### config.mk
export PLATFORM = sky130hd
export DESIGN_NAME = mem_port_arbiter_demux
export DESIGN_NICKNAME = d
export VERILOG_FILES = /design/src/rtl/dbg_bus_pkg.sv /design/src/rtl/mem_port_arbiter_demux_tag_fifo.sv /design/src/rtl/mux2_32.sv /design/src/rtl/mem_port_arbiter_demux.sv
export SDC_FILE = /design/constraint.sdc
export NUM_CORES = 1
export LEC_CHECK = 0
export BUFFER_PORTS_ARGS = -buffer_cell sky130_fd_sc_hd__buf_2
export CORE_AREA = 2 2 120 122
export DETAILED_ROUTE_END_ITERATION = 8
export DIE_AREA = 0 0 122 124
export REMOVE_ABC_BUFFERS = 1
export SLEW_MARGIN = 15
export SYNTH_ARGS = -nofsm -noshare
export SYNTH_HDL_FRONTEND = slang
export SYNTH_HIERARCHICAL = 1
export SYNTH_SLANG_ARGS = --single-unit
### constraint.sdc
create_clock -name clk -period 3.5 [get_ports clk]
set_input_delay 0.175 -clock clk [delete_from_list [all_inputs] [get_ports clk]]
set_output_delay 0.175 -clock clk [all_outputs]
set_load 0.02 [all_outputs]
### src/rtl/dbg_bus_pkg.sv
// Shared types and default widths for the core/debug memory-port arbiter.

package dbg_bus_pkg;

   localparam int unsigned DW_DEF    = 32;
   localparam int unsigned AW_DEF    = 32;
   localparam int unsigned DEPTH_DEF = 4;

   typedef enum logic {SRC_CORE = 1'b0, SRC_DBG = 1'b1} src_e;

   typedef enum logic {ARB_IDLE = 1'b0, ARB_HOLD = 1'b1} arb_state_e;

endpackage

### src/rtl/mem_port_arbiter_demux_tag_fifo.sv
// In-order FIFO of request source ids; head selects where each response goes.

module tag_fifo
   import dbg_bus_pkg::*;
#(
   parameter int unsigned DEPTH = DEPTH_DEF
) (
   input  logic                     clk,
   input  logic                     rst,
   input  logic                     push_i,
   input  src_e                     push_src_i,
   input  logic                     pop_i,
   output src_e                     head_o,
   output logic [$clog2(DEPTH):0]   count_o,
   output logic                     full_o,
   output logic                     empty_o
);

   localparam int unsigned PW = $clog2(DEPTH);
   localparam int unsigned CW = PW + 1;

   src_e            mem_q [DEPTH];
   logic [PW-1:0]   wr_ptr_q, wr_ptr_d;
   logic [PW-1:0]   rd_ptr_q, rd_ptr_d;
   logic [CW-1:0]   count_q, count_d;
   logic            do_push;
   logic            do_pop;

   assign full_o  = (count_q == CW'(DEPTH));
   assign empty_o = (count_q == '0);
   assign do_push = push_i & ~full_o;
   assign do_pop  = pop_i & ~empty_o;
   assign head_o  = mem_q[rd_ptr_q];
   assign count_o = count_q;

   // Pointers wrap naturally since DEPTH is a power of two.
   always_comb begin
      wr_ptr_d = wr_ptr_q;
      rd_ptr_d = rd_ptr_q;
      count_d  = count_q;
      if (do_push) wr_ptr_d = wr_ptr_q + PW'(1);
      if (do_pop)  rd_ptr_d = rd_ptr_q + PW'(1);
      case ({do_push, do_pop})
         2'b10:   count_d = count_q + CW'(1);
         2'b01:   count_d = count_q - CW'(1);
         default: count_d = count_q;
      endcase
   end

   always_ff @(posedge clk) begin
      if (rst) begin
         wr_ptr_q <= '0;
         rd_ptr_q <= '0;
         count_q  <= '0;
      end else begin
         wr_ptr_q <= wr_ptr_d;
         rd_ptr_q <= rd_ptr_d;
         count_q  <= count_d;
      end
   end

   always_ff @(posedge clk) begin
      if (do_push) mem_q[wr_ptr_q] <= push_src_i;
   end

endmodule

### src/rtl/mux2_32.sv
// Datapath 2:1 mux used to steer each request field; width defaults to 32.

module mux2_32 #(
   parameter int unsigned W = 32
) (
   input  logic         sel_i,
   input  logic [W-1:0] a_i,
   input  logic [W-1:0] b_i,
   output logic [W-1:0] y_o
);

   assign y_o = sel_i ? b_i : a_i;

endmodule

### src/rtl/mem_port_arbiter_demux.sv
// Shares one memory port between the core (src 0) and debug module (src 1),
// routing each in-order response back to the source that issued it.

module mem_port_arbiter_demux
   import dbg_bus_pkg::*;
#(
   parameter int unsigned DW    = DW_DEF,
   parameter int unsigned AW    = AW_DEF,
   parameter int unsigned DEPTH = DEPTH_DEF
) (
   input  logic                    clk,
   input  logic                    rst,
   input  logic                    core_req_valid,
   output logic                    core_req_ready,
   input  logic [AW-1:0]           core_addr,
   input  logic                    core_we,
   input  logic [DW-1:0]           core_wdata,
   input  logic                    dbg_req_valid,
   output logic                    dbg_req_ready,
   input  logic [AW-1:0]           dbg_addr,
   input  logic                    dbg_we,
   input  logic [DW-1:0]           dbg_wdata,
   output logic                    core_rsp_valid,
   output logic [DW-1:0]           core_rdata,
   output logic                    dbg_rsp_valid,
   output logic [DW-1:0]           dbg_rdata,
   output logic                    mem_req_valid,
   input  logic                    mem_req_ready,
   output logic [AW-1:0]           mem_addr,
   output logic                    mem_we,
   output logic [DW-1:0]           mem_wdata,
   input  logic                    mem_rsp_valid,
   input  logic [DW-1:0]           mem_rdata,
   output logic                    sel,
   output logic [$clog2(DEPTH):0]  outstanding,
   output logic                    err
);

   arb_state_e state_q;
   src_e       sel_q;
   src_e       gnt;
   logic       gnt_valid;
   logic       accept;
   logic       rsp_pop;
   logic       err_q, err_d;
   src_e       fifo_head;
   logic       fifo_full;
   logic       fifo_empty;

   // Debug wins in IDLE; a stalled handshake freezes the registered grant.
   always_comb begin
      gnt = SRC_CORE;
      if (state_q == ARB_HOLD) gnt = sel_q;
      else if (dbg_req_valid)  gnt = SRC_DBG;
   end

   assign sel            = (gnt == SRC_DBG);
   assign gnt_valid      = sel ? dbg_req_valid : core_req_valid;
   assign mem_req_valid  = gnt_valid & ~fifo_full;
   assign accept         = mem_req_valid & mem_req_ready;
   assign core_req_ready = accept & ~sel;
   assign dbg_req_ready  = accept & sel;

   mux2_32 #(.W(AW)) u_mux_addr (
      .sel_i (sel),
      .a_i   (core_addr),
      .b_i   (dbg_addr),
      .y_o   (mem_addr)
   );

   mux2_32 #(.W(DW)) u_mux_wdata (
      .sel_i (sel),
      .a_i   (core_wdata),
      .b_i   (dbg_wdata),
      .y_o   (mem_wdata)
   );

   mux2_32 #(.W(1)) u_mux_we (
      .sel_i (sel),
      .a_i   (core_we),
      .b_i   (dbg_we),
      .y_o   (mem_we)
   );

   tag_fifo #(.DEPTH(DEPTH)) u_tag_fifo (
      .clk        (clk),
      .rst        (rst),
      .push_i     (accept),
      .push_src_i (gnt),
      .pop_i      (rsp_pop),
      .head_o     (fifo_head),
      .count_o    (outstanding),
      .full_o     (fifo_full),
      .empty_o    (fifo_empty)
   );

   // A response with nothing in flight is dropped and flagged.
   assign rsp_pop        = mem_rsp_valid & ~fifo_empty;
   assign core_rsp_valid = rsp_pop & (fifo_head == SRC_CORE);
   assign dbg_rsp_valid  = rsp_pop & (fifo_head == SRC_DBG);
   assign core_rdata     = mem_rdata;
   assign dbg_rdata      = mem_rdata;
   assign err_d          = err_q | (mem_rsp_valid & fifo_empty);
   assign err            = err_q;

   always_ff @(posedge clk) begin
      if (rst) begin
         state_q <= ARB_IDLE;
         sel_q   <= SRC_CORE;
         err_q   <= 1'b0;
      end else begin
         err_q <= err_d;
         case (state_q)
            ARB_IDLE: begin
               if (mem_req_valid && !mem_req_ready) begin
                  state_q <= ARB_HOLD;
                  sel_q   <= gnt;
               end
            end
            ARB_HOLD: begin
               if (accept || !gnt_valid) state_q <= ARB_IDLE;
            end
            default: state_q <= ARB_IDLE;
         endcase
      end
   end

endmodule
==> out/qor.yml, run 1 <==
status: "completed"
die_x_um: 122
wire_per_inst_um: 16.9
yosysUniqueCellTypes: 32
hold_violations: 0
path_class: "reg2reg"
leakage_nw: 1.71
hp-class: "in2reg"
grt_pass1_wl_um: 11700
rr_endpoint: "u_tag_fifo/count_o[2]"
nNetsFinal: 539
synth_top_flop_cell: "dfxtp_1"
cap_violations: 0
cts_hold_buf: 0
max_freq_mhz: 362
drv_slew: 0
drive_gt1_share_pct: 78.3
firstDrtPassIters: 4
reg2reg_depth: 12
cts_buffer_depth: 2
cp.arrival_ns: 2.94
cp-start-kind: "register"
gp_congestion: 0.745
antenna_found_initial: 1
hp-start: "mem_rsp_valid"
setup_violations: 0
grt_max_degree: 36
synth-seq-cells: 16
nFillCells: 1543
gr-total-overflow: 0
cts_made_buffers: 3
maxSlewHeadroom_pct: 60.3
port_buffers: 210
path_clk_slew_ns: 0.05
synth-seq-area-share_pct: 15.0
cts_tree: "yes"
cts.sinks: 16
cts_setup_buffers: 0
worst_slew_pin_slew_ns: 0.595
yosys_warnings: 6
drc: 0
min_period_ns: 2.76
fp.dieH_um: 124
reg2reg_setup_slack_ns: 0.74
synthCells: 221
synth_edf_count: 4
rows: 43
min_period_over_period_pct: 78.9
syn_to_final_growth_pct: 31.4
htreeDepth: 1
start_util_pct: 17.5
end_kind: "register"
vias: 2115
antenna_left: 0
crit_path_max_fanout: 10
ys_async_sr_fraction_pct: 0
rsz0062_at_grt: "false"
synth_area_per_cell_um2: 10.8
worstPathRequired_ns: 3.68
pre_cts_ws_ns: 0.732
worst_slack_ns: 0.739
cts-resized-gates: 0
holdPathEnd: "err"
netlist_area_um2: 2400
finClkSkew_ns: 0.00451
core_area_um2: 13700
dp_hpwl_um: 7980
routed_via_density: 3.88
ir_drop_uv: 176
p_per_area_nw_per_um2: 310
grt_pass1_vias: 1901
hold_depth: 3
io_pins: 307
r2r-start: "u_tag_fifo/count_o[2]"
cts_root_buffer: "clkbuf_16"
worst_skew_pair.late_latency_ns: 0.25
wl_um: 9190
fin_tns_setup_ns: 0
drt_iter0_drc: 45
die_area_um2: 15100
track_usage_pct: 10.6
==> worst max-delay path by stage <==
stage | startpoint | endpoint | depth (start not counted) | slack, ns
after floorplan | state_q | dbg_req_ready | 3 | 0.68
after global placement | u_tag_fifo/count_o[2] | u_tag_fifo/count_o[2] | 12 | 0.83
after detailed placement | u_tag_fifo/count_o[2] | u_tag_fifo/count_o[2] | 12 | 0.73
after CTS | u_tag_fifo/count_o[2] | u_tag_fifo/count_o[2] | 12 | 0.71
after global routing | u_tag_fifo/count_o[2] | u_tag_fifo/count_o[2] | 12 | 0.48
final | u_tag_fifo/count_o[2] | u_tag_fifo/count_o[2] | 12 | 0.74
==> metrics by stage <==
step	total power [W]	cells	area, µm²	utilization [%]	hold WS, ns
CTS	0.000993	544	3150	22.9	0.172
global placement	0.000762	540	3070	22.4	0.350
finish	0.000977	545	3150	23.0	0.175
floorplan	0.000574	148	1770	-	0.244
global route	0.00104	544	3150	22.9	0.210
detailed placement	0.000764	540	3070	22.4	0.350
==> worst max-delay path, cell delays in order, from the launching register on <==
cell      delay, ns
dfxtp_1        0.41
nor3b_2        0.48
nand2b_1       0.24
nor3_1         0.09
inv_1          0.12
nor2_1         0.08
inv_1          0.09
ha_1           0.17
inv_1          0.06
fa_1           0.37
xor2_1         0.15
or3_1          0.30
a21oi_1        0.14
==> synthesized netlist by cell type, types with 2 or more instances <==
cell type  instances  share of area (%)
buf_4             64                 20
mux2_4            61                 38
dfxtp_1           12                 10
inv_1              9                1.4
nor2_1             9                1.4
a21oi_1            7                1.5
buf_12             6                5.0
and2_1             5                1.3
ha_1               5                2.6
o21ai_0            5                1.0
edfxtp_1           4                5.0
mux2_2             4                1.9
nor2b_1            3               0.78
or3_1              3               0.78
xor2_1             3                1.1
buf_6              2               0.94
nand2b_1           2               0.52
nor3_1             2               0.42
nor4_1             2               0.52
==> placed cells by master (no fill, tap or decap), types with 2 or more instances in the layout <==
master,count
buf_2,210
mux2_4,61
dfxtp_1,12
nor2_1,9
inv_1,9
a21oi_1,7
and2_1,5
o21ai_0,5
ha_1,5
mux2_2,4
edfxtp_1,4
nor2b_1,3
clkbuf_16,3
or3_1,3
xor2_1,3
nand2b_1,2
nor3_1,2
nor4_1,2
buf_4,2
==> where the power goes <==
part | switching, W | internal [W] | total (W)
clock network | 0.0000702 | 0.000151 | 0.000222
registers | 0.0000190 | 0.000208 | 0.000227
logic | 0.000270 | 0.000258 | 0.000528
==> kinds of logic (layout without fill, tap and decap cells) <==
family	count (synthesis)	after routing	share of synthesized area [%]
AOI/OAI and AO/OA	15	15	3.50
and+or+nand+nor	33	33	8.35
xor gates and xnor gates	3	3	1.10
DFF	16	16	15.0
other	0	1	0
muxes	66	66	41.0
buffers and inverters	82	225	27.6
adders and majority gates	6	6	3.44
==> final cells by class <==
cell class	count	area, µm²	share of cell area [%]
multi-input cells	123	1380	43.9
repair buffers	212	1070	33.8
flip-flops and latches	16	360	11.4
well taps	180	225	7.15
clock buffers	3	75.1	2.38
inverters	9	33.8	1.07
clock inverters	1	3.75	0.119
diodes	1	2.50	0.0795
==> routing by layer <==
layer | routed length, µm | track usage, % | vias up
met2 | 3870 | 13.5 | 188
met5 | 47 | 6.25 | -
met4 | 38 | 0.718 | 2
li1 | - | - | 982
met1 | 3730 | 13.7 | 935
met3 | 1510 | 8.61 | 8
No activity file was read; power rests on OpenSTA's default activity.
==> inputs of run 2 (changes only) <==
ABC_AREA = 1   (was unset)
CORE_AREA = 2 2 119 121   (was 2 2 120 122)
DIE_AREA = 0 0 121 123   (was 0 0 122 124)
clock period = 2.8 ns   (was 3.5 ns; I/O delays follow)
==> out/qor.yml, run 2 <==
grt_pass1_vias: 2445
cp_slowest_stage_delay_ns: 0.39
crit_path_max_fanout: 5
hold_violations: 0
synthCells: 392
seqCellArea_um2: 360
firstDrtPassIters: 4
p_per_area_nw_per_um2: 469
routed_via_density: 3.88
synth_area_per_cell_um2: 6.02
multi_input_area_um2: 1200
min_period_ns: 2.15
synth-seq-area-share_pct: 15.3
yosys_warnings: 6
worstPathRequired_ns: 2.94
die_area_um2: 14900
nFillCells: 1576
cts.sinks: 16
path_class: "reg2reg"
drc: 0
netlist_area_um2: 2360
netSwitchingFraction_pct: 46.6
gr-total-overflow: 0
status: "completed"
antenna_left: 0
min_period_over_period_pct: 76.7
drive_gt1_share_pct: 47.1
syn_to_final_growth_pct: 30.6
critical-path-top-delay-family: "simple AND/OR/NAND/NOR gates"
yosysTopAreaCell: "nand2_1"
yosysUniqueCellTypes: 25
fp.dieH_um: 123
worst_skew_pair.late_latency_ns: 0.24
reg2reg_depth: 17
rsz0062_at_grt: "false"
finClkSkew_ns: 0.00100
ir_drop_uv: 248
hold_depth: 2
cp-start-kind: "register"
internal_power_w: 0.000771
seqPwrFrac_pct: 21.5
path_clk_slew_ns: 0.05
synthTopCellsByArea: "nand2_1 30%, buf_4 20%, dfxtp_1 10%, nand2_2 6.4%, edfxtp_1 5.1%"
cts_root_buffer: "clkbuf_16"
die_x_um: 121
cts_tree: "yes"
wl_um: 9400
rows: 43
cap_violations: 0
cts_made_buffers: 3
p_sw_w: 0.000673
cp.arrival_ns: 2.29
cp_common_cell: "inv_1"
grt_max_degree: 33
yosysMostFrequentCell: "nand2_1"
crit_slowest_cell: "dfxtp_1"
core_area_um2: 13600
max_freq_mhz: 466
synth-seq-cells: 16
synth_top_area_share_pct: 30.1
power.share.clock_pct: 19.0
synth_edf_count: 4
cp.buffers_inverters: 5
hp-class: "in2reg"
start_util_pct: 17.3
grt_pass1_wl_um: 13000
drv_slew: 0
htreeDepth: 1
drt_iter0_drc: 110
fin_tns_setup_ns: 0
synth_common_cells: "189 x nand2_1, 64 x buf_4, 26 x inv_1, 24 x nand2_2, 20 x nor2_1"
ys_async_sr_fraction_pct: 0
maxSlewHeadroom_pct: 84.8
gp_congestion: 0.768
nNetsFinal: 706
wire_per_inst_um: 13.2
final_common_cell: "buf_2"
pre_cts_ws_ns: 0.672
cts_setup_buffers: 0
end_kind: "register"
io_pins: 307
cp_num_cells: 17
track_usage_pct: 11.4
setup_violations: 0
diodes: 0
cts-resized-gates: 0
crit_chain: "inv_1 -> nand2_2 -> nand3_2 -> nand2_2 -> nor2_4 -> nand2_2 -> inv_1 -> nand2_1 -> ha_1 -> inv_1 -> fa_1 -> inv_1 -> nand2_1 -> nand3_1 -> nand2_1 -> inv_1 -> nor2_1"
antenna_found_initial: 0
cts_buffer_depth: 2
final_cell_mix: "210 x buf_2, 188 x nand2_1, 26 x inv_1"
leakage_nw: 1.93
worst_slack_ns: 0.653
worst_slew_pin_slew_ns: 0.228
power_frac_comb_pct: 59.5
cts_hold_buf: 0
port_buffers: 210
dp_hpwl_um: 8040
vias: 2758
synth_top_flop_cell: "dfxtp_1"
==> run 2: changes by cell type in the layout (fill, tap and decap cells not counted), moves of 3 or more <==
cell,change
or3_1,-3
nor2b_1,-3
xor2_1,-3
inv_1,+17
nor2_1,+11
mux2_2,-4
mux2_4,-61
inv_2,+3
nand2_1,+187
nand2_2,+25
nand3_1,+4
and2_1,-5
==> run 2: layout make-up <==
type,count,share of cell area (%)
inverter,31,4.26
timing repair buffer,213,35.2
clock buffer,3,2.44
clock inverter,1,0.122
sequential,16,11.7
multi-input combinational,267,38.9
tap,180,7.31
==> run 2: through the flow <==
| step | power [W] | cells | utilization [%] | hold WS [ns] | area, µm² |
|---|---|---|---|---|---|
| floorplan | 0.000859 | 314 | - | 0.209 | 1690 |
| global placement | 0.00118 | 707 | 22.1 | 0.280 | 3000 |
| detailed placement | 0.00118 | 707 | 22.1 | 0.280 | 3000 |
| CTS | 0.00146 | 711 | 22.6 | 0.145 | 3080 |
| global route | 0.00157 | 711 | 22.6 | 0.165 | 3080 |
| finish | 0.00144 | 711 | 22.6 | 0.159 | 3080 |
==> run 2: kinds of logic after synthesis <==
group                      count (synthesis)  synth area share (%)
DFF                                       16                  15.3
buffers and inverters                    109                  34.0
AOI/OAI and AO/OA                         15                  3.34
adders and majority gates                  6                  3.50
and+or+nand+nor                          246                  43.9
==> run 2: power groups by stage <==
stage / logic [W] / registers (W) / clock network (W)
after global placement: 0.000861 / 0.000314 / 0
after CTS: 0.000870 / 0.000311 / 0.000284
after floorplan: 0.000527 / 0.000332 / 0
after global routing: 0.000957 / 0.000316 / 0.000297
final: 0.000859 / 0.000310 / 0.000275
after detailed placement: 0.000868 / 0.000314 / 0
==> run 2: per-layer routing <==
metal	GRT usage, %	share of wire (%)	up-vias	wire [µm]
met5	4.51	0.34	-	32
met3	9.18	18	6	1650
li1	-	-	1388	-
met1	13.9	40	1165	3750
met2	15.7	42	197	3940
met4	0.581	0.17	2	16
==> run 2: final timing paths <==
check                                      startpoint  slack (ns)               endpoint
worst max-delay path                          state_q        0.65  u_tag_fifo/count_o[2]
worst min-delay path                              rst        0.16                state_q
worst max register to register                state_q        0.65  u_tag_fifo/count_o[2]
worst min register to register  u_tag_fifo/count_o[0]        0.48  u_tag_fifo/count_o[0]
==> inputs of run 3 (changes only) <==
clock period = 2.07 ns   (was 2.8 ns; I/O delays follow)
==> out/qor.yml, run 3 (synthesis gave the netlist of run 2 again) <==
routed_via_density: 3.86
grt_pass1_vias: 2384
firstDrtPassIters: 4
grt_max_degree: 33
gp_congestion: 0.779
end_kind: "register"
status: "completed"
cp.arrival_ns: 2.03
p_per_area_nw_per_um2: 656
cts_root_buffer: "clkbuf_16"
crit_chain: "inv_1 -> nand2_2 -> nand3_2 -> nand2_2 -> nor2_4 -> nand2_2 -> inv_1 -> nand2_2 -> ha_2 -> inv_1 -> fa_2 -> inv_1 -> nand2_1 -> nand3_1 -> nand2_1 -> inv_1 -> nor2_1"
antenna_found_initial: 0
maxSlewHeadroom_pct: 82.2
start_util_pct: 17.3
crit_slowest_cell: "dfxtp_4"
core_area_um2: 13600
fin_tns_setup_ns: 0
cp_common_cell: "inv_1"
die_x_um: 121
leakage_nw: 1.98
cp.buffers_inverters: 5
drt_iter0_drc: 113
critical-path-top-delay-family: "simple AND/OR/NAND/NOR gates"
die_area_um2: 14900
htreeDepth: 1
antenna_left: 0
finish.utilization_pct: 23.4
max_freq_mhz: 530
drv_slew: 0
finClkSkew_ns: 0.00648
fp.dieH_um: 123
wire_per_inst_um: 13.3
io_pins: 307
cp-start-kind: "register"
crit_path_max_fanout: 5
final_area_um2: 3180
diodes: 0
track_usage_pct: 11.4
min_period_over_period_pct: 91.1
cts_made_buffers: 3
gr-total-overflow: 0
path_clk_slew_ns: 0.05
wl_um: 9560
worst_slew_pin_slew_ns: 0.265
cts_buffer_depth: 2
min_period_ns: 1.89
dp_hpwl_um: 8120
port_buffers: 210
rsz0062_at_grt: "false"
syn_to_final_growth_pct: 34.8
worst_skew_pair.late_latency_ns: 0.25
setup_violations: 0
hp-class: "in2reg"
grt_pass1_wl_um: 12900
cap_violations: 0
drc: 0
rows: 43
reg2reg_setup_slack_ns: 0.18
cp_slowest_stage_delay_ns: 0.36
path_class: "reg2reg"
drive_gt1_share_pct: 49.7
hold_violations: 0
cts_tree: "yes"
worstPathRequired_ns: 2.22
placed_area_um2: 3070
ir_drop_uv: 316
vias: 2778
final_common_cell: "buf_2"
total_power_w: 0.00209
cts.sinks: 16
final_cell_mix: "210 x buf_2, 187 x nand2_1, 26 x nand2_2"
nNetsFinal: 714
==> run 3: cell type report <==
type | count | area [µm²]
flip-flops and latches | 16 | 368
fillers | 1570 | 10400
multi-input cells | 267 | 1210
clock buffers | 4 | 88.8
repair buffers | 221 | 1160
well taps | 180 | 225
inverters | 31 | 131
==> run 3: where the power goes <==
part | internal [W] | switching, W | total (W)
combinational | 0.000469 | 0.000774 | 0.00124
sequential | 0.000381 | 0.0000434 | 0.000424
clock | 0.000294 | 0.000127 | 0.000420
total | 0.00114 | 0.000944 | 0.00209
==> run 3: final timing paths <==
path | to | startpoint | cells after the start
max | u_tag_fifo/count_o[2] | state_q | 17
min | state_q | rst | 2
max reg2reg | u_tag_fifo/count_o[2] | state_q | 17
min reg2reg | u_tag_fifo/count_o[0] | u_tag_fifo/count_o[0] | 1
==> run 3: stage by stage <==
stage	worst slack (ns)	hold WS [ns]	cells
floorplan	-0.509	0.173	314
global placement	0.0994	0.207	714
detailed placement	0.0657	0.207	714
CTS	0.0574	0.107	718
global route	0.00858	0.105	719
finish	0.185	0.103	719
==> run 3: layer usage <==
| layer | GRT usage [%] | vias up | part of all wire [%] |
|---|---|---|---|
| met4 | 0.436 | 0 | 0.052 |
| met1 | 13.9 | 1193 | 41 |
| met2 | 15.9 | 183 | 42 |
| met5 | 4.51 | - | 0 |
| li1 | - | 1400 | - |
| met3 | 9.32 | 2 | 16 |
==> run 3: timing repair <==
item                       4_1_cts  5_1_grt
setup endpoints to repair        0        2
hold buffers                     0        0
gates resized for setup          0       10
setup buffers                    0        1
